--- src/rtl/if_id_register.sv ---
// IF/ID pipeline register: decodes 16-bit fetch words into an instruction packet and
// merges two-word instructions with their trailing immediate before issue.
module if_id_register #(
    parameter logic [2:0] IMM_PREFIX = 3'b101
) (
    input  logic        clk,
    input  logic        reset,
    input  logic        enable,
    input  logic        flush,
    input  logic [31:0] in_pc,
    input  logic [15:0] in_inst,
    output logic [31:0] out_pc,
    output logic [4:0]  opCode,
    output logic [2:0]  Rs,
    output logic [2:0]  Rd,
    output logic [4:0]  SHMNT,
    output logic [15:0] imm,
    output logic        out_valid,
    output logic        has_imm,
    output logic        imm_pending,
    output logic [15:0] issued_count
);

    typedef enum logic {NORMAL, WAIT_IMM} state_t;

    state_t      state_q, state_d;
    logic [31:0] held_pc_q, held_pc_d;
    logic [15:0] held_inst_q, held_inst_d;
    logic [31:0] out_pc_q, out_pc_d;
    logic [4:0]  op_code_q, op_code_d;
    logic [2:0]  rs_q, rs_d;
    logic [2:0]  rd_q, rd_d;
    logic [4:0]  shmnt_q, shmnt_d;
    logic [15:0] imm_q, imm_d;
    logic        out_valid_q, out_valid_d;
    logic        has_imm_q, has_imm_d;
    logic [15:0] issued_count_q, issued_count_d;

    // NOTE: every _d gets a default before any branch, so no path leaves one unassigned (no latches).
    always_comb begin
        state_d        = state_q;
        held_pc_d      = held_pc_q;
        held_inst_d    = held_inst_q;
        out_pc_d       = out_pc_q;
        op_code_d      = op_code_q;
        rs_d           = rs_q;
        rd_d           = rd_q;
        shmnt_d        = shmnt_q;
        imm_d          = imm_q;
        out_valid_d    = out_valid_q;
        has_imm_d      = has_imm_q;
        issued_count_d = issued_count_q;

        if (flush) begin
            // Bubble fields read as a NOP; out_pc is left stale.
            state_d     = NORMAL;
            held_pc_d   = '0;
            held_inst_d = '0;
            op_code_d   = '0;
            rs_d        = '0;
            rd_d        = '0;
            shmnt_d     = '0;
            imm_d       = '0;
            out_valid_d = 1'b0;
            has_imm_d   = 1'b0;
        end else if (enable) begin
            unique case (state_q)
                NORMAL: begin
                    imm_d     = '0;
                    has_imm_d = 1'b0;
                    if (in_inst[15:13] == IMM_PREFIX) begin
                        held_pc_d   = in_pc;
                        held_inst_d = in_inst;
                        op_code_d   = '0;
                        rs_d        = '0;
                        rd_d        = '0;
                        shmnt_d     = '0;
                        out_valid_d = 1'b0;
                        state_d     = WAIT_IMM;
                    end else begin
                        out_pc_d    = in_pc;
                        op_code_d   = in_inst[15:11];
                        rs_d        = in_inst[10:8];
                        rd_d        = in_inst[7:5];
                        shmnt_d     = in_inst[4:0];
                        out_valid_d = 1'b1;
                    end
                end
                WAIT_IMM: begin
                    // The incoming word is data only, whatever its top bits say.
                    out_pc_d    = held_pc_q;
                    op_code_d   = held_inst_q[15:11];
                    rs_d        = held_inst_q[10:8];
                    rd_d        = held_inst_q[7:5];
                    shmnt_d     = held_inst_q[4:0];
                    imm_d       = in_inst;
                    out_valid_d = 1'b1;
                    has_imm_d   = 1'b1;
                    state_d     = NORMAL;
                end
                default: state_d = NORMAL;
            endcase
            if (out_valid_d && issued_count_q != 16'hFFFF) begin
                issued_count_d = issued_count_q + 16'd1;
            end
        end
    end

    // NOTE: sequential state uses non-blocking assignments so all flops update together.
    always_ff @(posedge clk) begin
        if (reset) begin
            state_q        <= NORMAL;
            held_pc_q      <= '0;
            held_inst_q    <= '0;
            out_pc_q       <= '0;
            op_code_q      <= '0;
            rs_q           <= '0;
            rd_q           <= '0;
            shmnt_q        <= '0;
            imm_q          <= '0;
            out_valid_q    <= 1'b0;
            has_imm_q      <= 1'b0;
            issued_count_q <= '0;
        end else begin
            state_q        <= state_d;
            held_pc_q      <= held_pc_d;
            held_inst_q    <= held_inst_d;
            out_pc_q       <= out_pc_d;
            op_code_q      <= op_code_d;
            rs_q           <= rs_d;
            rd_q           <= rd_d;
            shmnt_q        <= shmnt_d;
            imm_q          <= imm_d;
            out_valid_q    <= out_valid_d;
            has_imm_q      <= has_imm_d;
            issued_count_q <= issued_count_d;
        end
    end

    assign out_pc       = out_pc_q;
    assign opCode       = op_code_q;
    assign Rs           = rs_q;
    assign Rd           = rd_q;
    assign SHMNT        = shmnt_q;
    assign imm          = imm_q;
    assign out_valid    = out_valid_q;
    assign has_imm      = has_imm_q;
    assign imm_pending  = (state_q == WAIT_IMM);
    assign issued_count = issued_count_q;

endmodule

--- config.mk ---
export PLATFORM = sky130hd
export DESIGN_NAME = if_id_register
export DESIGN_NICKNAME = d
export VERILOG_FILES = /design/src/rtl/if_id_register.sv
export SDC_FILE = /design/constraint.sdc
export NUM_CORES = 1
export LEC_CHECK = 0
export CAP_MARGIN = 0
export CORE_MARGIN = 2
export CORE_UTILIZATION = 45
export CTS_BUF_LIST = sky130_fd_sc_hd__clkbuf_8
export CTS_CLUSTER_SIZE = 40
export DETAILED_ROUTE_END_ITERATION = 12
export PLACE_DENSITY_LB_ADDON = 0.05
export SLEW_MARGIN = 20
export SYNTH_ARGS = -nofsm -noshare
export SYNTH_HDL_FRONTEND = slang
export SYNTH_SLANG_ARGS = --single-unit
--- constraint.sdc ---
create_clock -name clk -period 1.6 [get_ports clk]
set_input_delay 0.16 -clock clk [delete_from_list [all_inputs] [get_ports clk]]
set_output_delay 0.16 -clock clk [all_outputs]
set_load 0.01 [all_outputs]
## Yosys cells after proc, flatten, opt, wreduce, memory -nomap -nowiden

Index checks and enable logic that the tools add are counted.

- Add/sub/neg operators: 1
- Multiply operators: 0
- Divide/modulo/power cells: 0
- Magnitude comparators: 0
- Equality and inequality tests: 3
- Shift-type cells: 0
- Muxes and demuxes: 18
- Bitwise operators: 2
- Reductions and logical operators: 5

Operators by type and width:

| kind | count |
|---|---|
| one-hot mux 32 bit (2 select lines) | 1 |
| two-way mux 32 bit | 1 |
| one-hot mux 16 bit (2 select lines) | 1 |
| one-hot mux 5 bit (2 select lines) | 2 |
| adder 16 x 1 -> 16 bit, second input constant | 1 |
| != test 16 bit, second input constant | 1 |
| one-hot mux 3 bit (2 select lines) | 2 |
| two-way mux 5 bit | 2 |
| AND reduction 3 bit | 3 |
| two-way mux 3 bit | 2 |
| one-hot mux 1 bit (2 select lines) | 3 |
| two-way mux 1 bit | 4 |
| == test 3 bit, second input constant | 1 |
| != test 2 bit, second input constant | 1 |
| inverter 1 bit | 2 |
| OR reduction 2 bit | 1 |
| logical AND 1 bit | 1 |

- Register bits after elaboration: 131
- Latch bits: 0
- RAM bits: 0
- Bits in read-only memories: 0
- Bits of input ports: 52
- Output and inout bits: 83
- Word-level logic and storage cells: 41
- Memories: 0

## Depth between registers and ports, before layout

Gate-level depths: netlist of the first run.

- Depth in word-level cells: 7
- Mapped depth: 7
- Gate-level depth less buffers: 6

## Worst setup path before layout of the first run

Ideal clock, no wire load.

- Path type: register to register
- Start: register issued_count_q[0] (netlist: issued_count[0])
- End: register issued_count_q[3] (netlist: issued_count[3])
- Library setup time: 0.121 ns
- Arrival: 1.640 ns
- Required time: 1.479 ns
- Slack: -0.161 ns
- Cell stages (with the launch flop): 7
- Buffers on the path: 0
- Clock period less this slack: 1.761 ns
- Path through: dfxtp_1 > ha_1 > and4_1 > nand2_1 > o21a_1 > nand4_1 > mux2_2

- Cells in the longest elaborated chain, start to end: 3

Ends and longest elaborated chain:

| what | line | source |
|---|---|---|
| start: declaration | 37 | `logic [15:0] issued_count_q, issued_count_d;` |
| start signal: assignment | 136 | `issued_count_q <= issued_count_d;` |
| branches (longest 3 deep; another with adder 16 x 1 -> 16 bit) | n/a |  |

Several ways; the timed one is not identified.
A chain may end at the register's enable or synchronous reset.

## Worst setup path after layout of the first run

- Start: register issued_count_q[10] (netlist: issued_count[10])
- End: register issued_count_q[3] (netlist: issued_count[3])

- Cells in the longest elaborated chain, start to end: 3

Ends and longest elaborated chain:

| what | line | source |
|---|---|---|
| != test 16 bit | 103 | `if (out_valid_d && issued_count_q != 16'hFFFF) begin` |
| logical AND 1 bit | 103 |  |
| AND reduction 3 bit (no line) | n/a |  |

No other way between the ends.

==> qor.txt, run 1 <==
Worst R2R Start -> issued_count[10]$_SDFFE_PP0P_
worst-case reg-to-reg path depth -> 5
CTS Sinks -> 131
Worst Path Arrival -> 1.99 ns
worst IR drop on VDD -> 652 uV
crit path from -> issued_count[10]$_SDFFE_PP0P_
CP required -> 1.91 ns
CTS root buf -> clkbuf_8
Routed Antenna Nets -> 0
Die W -> 110 um
total track usage -> 21.9%
H-tree levels -> 4
Leak -> 2.75 nW
Setup Skew -> 0.0134 ns
DR vias -> 4694
WS Path Type -> reg -> reg
critical path launch point type -> flip-flop
1st-iter DRT viols -> 282
layout cells sized above 1 -> 17.6%
WL final -> 13700 um
first-pass GRT wire length -> 20500 um
Hold WC Path Type -> in -> reg
number of remaining DRC errors -> 0
Min Hold Slack -> 0.170 ns
Setup Viol. Count Final -> 8
TritonCTS clock tree -> built
Pre-Repair DR Iteration Count -> 5
Clk pwr share -> 44.9%
max cap viols -> 0
Die Area -> 0.0121 mm2
Mapped Cells -> 567
wire length per cell -> 15.4 um
number of synthesized flops with an enable pin -> 0
most frequent cells in the layout -> dfxtp_1, clkdlybuf4s50_1, nand2_1
CP Capture Point -> issued_count[3]$_SDFFE_PP0P_
Tmin final -> 1.68 ns
CTS max path bufs -> 2
Psw -> 0.00170 W
Yosys warnings -> 0
setup ws final -> -0.0785 ns
Reg power frac -> 44.8%
sequential fraction of the synthesis area -> 51.9%
Int Power -> 0.00585 W
Synth cell types -> 38
register area -> 0.00265 mm2
HPWL reported at the end of detailed placement -> 8660 um
FFs w/ async S/R, synth -> 0%
RSZ-0062 raised after global routing -> true
clk_lat worst skew -> 0.43 ns
Nets -> 789
final slew viol count -> 0
worst slew pin tran -> 0.689 ns
RR Endpoint -> issued_count[3]$_SDFFE_PP0P_
Final Hold Viols -> 0
FILL cells -> 850
Max Fanout on Critical Path -> 5
initial core utilization -> 46.4%
hold_sp -> reset
Syn Area/Cell -> 8.91 um2
Area Growth Syn to Fin -> 50.8%
RePlAce Congestion -> 0.746
I/O pins -> 135
placed cell areas -> 0.00678 mm2
Yosys reg bits -> 131
initial antenna violation count -> 1
vias in the first global route -> 4369
failing checks -> setup timing
GRT Residual Overflow -> 0
Final period util -> 105%
worst reg2reg setup slack -> -0.08 ns
power per cell area -> 992 mW/mm2
final instance area -> 0.00762 mm2
FP Rows -> 38
Logic pwr share -> 10.3%
CP Capture Type -> flip-flop
final std cells w/o fill -> 890
synthesized cell area -> 0.00505 mm2
outcome -> complete, but fails checks
switching fraction of total power -> 22.5%
Worst-path clk slew -> 0.08 ns
Via density -> 5.27
Placed Instances -> 840
Inserted Clock Buffers -> 17
Fmax -> 596 MHz
syn nets -> 620
Max-slew headroom -> 53.9%
Core Box Area -> 0.0109 mm2
die height -> 110 um
Most used DFF post-synth -> dfxtp_1
area of the multi-input gates -> 0.00237 mm2
pin count of the biggest net entering global routing -> 54
port bufs -> 134
[synthesized netlist by cell type (3+ instances only)]
cell      count  area, um2
xnor2_1       3       26.3
clkbuf_1     29        109
a22oi_1      16        120
a222oi_1     14        140
nand2_1      97        364
mux2i_1      36        360
nor3_1        5       25.0
nor2_1       83        312
dfxtp_1     131       2620
o211a_1       3       30.0
a21oi_1      51        255
o21ai_0       5       25.0
or3_1         3       18.8
and3_1        4       25.0
nand4_1       6       37.5
buf_2        12       60.1
nand3_1       6       30.0
a211oi_1     35        263
[sequential cells by signal, summed over array words and instances, names as in the netlist]
name / count
SHMNT: 5
imm_pending: 1
held_pc_q: 32
Rd: 3
out_valid: 1
has_imm: 1
out_pc: 32
issued_count: 16
held_inst_q: 16
Rs: 3
imm: 16
opCode: 5
[final cells by class]
cell class	instances	area share (%)
Inverter	4	0.230
Timing Repair Buffer	193	25.2
Multi-Input combinational cell	389	31.1
Antenna cell	1	0.0328
Sequential cell	131	34.7
Clock inverter	13	3.02
Tap cell	140	2.30
Clock buffer	19	3.43
[cells by family after synthesis]
family | count (synthesis) | synth area share, %
AO/OA/AOI/OAI | 132 | 18.2
adder cells (fa/ha/maj) | 1 | 0.248
flip-flops | 131 | 51.9
buffers and inverters | 47 | 3.79
multiplexers | 37 | 7.35
AND/OR/NAND/NOR | 214 | 17.7
XOR/XNOR | 5 | 0.867
[repair_timing]
item                       CTS  global route
hold buffers                 0             0
gates resized for setup     23            41
setup endpoints to repair   26            47
setup buffers                2            12
cloned                       0             3
pin swaps                    2            19
[metrics by stage]
| step | worst slack, ns | utilization [%] | total power (W) | TNS, ns |
|---|---|---|---|---|
| after global placement | -0.445 | 62.3 | 0.00416 | -28.99 |
| after global routing | -0.156 | 70.0 | 0.00785 | -1.58 |
| after CTS | -0.0389 | 67.2 | 0.00754 | -0.0440 |
| final | -0.0785 | 70.0 | 0.00756 | -0.223 |
| after detailed placement | -0.498 | 62.3 | 0.00417 | -33.64 |
| after floorplan | 0.000670 | - | 0.00376 | 0 |
[worst max-delay path: stages, from the launching register on]
cell,delay (ns)
dfxtp_2,0.33
and3_4,0.21
nand4_1,0.30
o21a_1,0.31
nand4_1,0.08
mux2_2,0.33
[worst min-delay path by stage]
stage / depth (start not counted) / to / slack, ns
after floorplan: 2 / held_inst_q[0]$_SDFFE_PP0P_ / 0.30
after global placement: 2 / held_pc_q[31]$_SDFFE_PP0P_ / 0.44
after detailed placement: 2 / held_pc_q[12]$_SDFFE_PP0P_ / 0.45
after CTS: 3 / held_inst_q[15]$_SDFFE_PP0P_ / 0.14
after global routing: 3 / opCode[3]$_SDFFE_PP0P_ / 0.16
final: 3 / held_inst_q[15]$_SDFFE_PP0P_ / 0.17
[power by group through the flow]
stage	logic, W	registers (W)	clock network, W
6_report	0.000778	0.00339	0.00339
5_1_grt	0.000840	0.00339	0.00361
4_1_cts	0.000709	0.00339	0.00345
3_5_place_dp	0.000703	0.00346	0
3_3_place_gp	0.000694	0.00346	0
2_1_floorplan	0.000270	0.00349	0
[routing by layer]
layer | global-route usage (%) | vias up | part of all wire, %
li1 | - | 2347 | -
met1 | 25.9 | 2184 | 42
met2 | 36.6 | 138 | 50
met3 | 7.29 | 25 | 5.9
met4 | 8.68 | 0 | 2.0
met5 | 0 | - | 0
(Power assumes the default switching activity.)
==> run 2: changes to the inputs <==
Settings changed: ABC_CLOCK_PERIOD_IN_PS set to 1600.
==> results of run 2 <==
Final layout, timing and power as in run 1 (identical DEF).
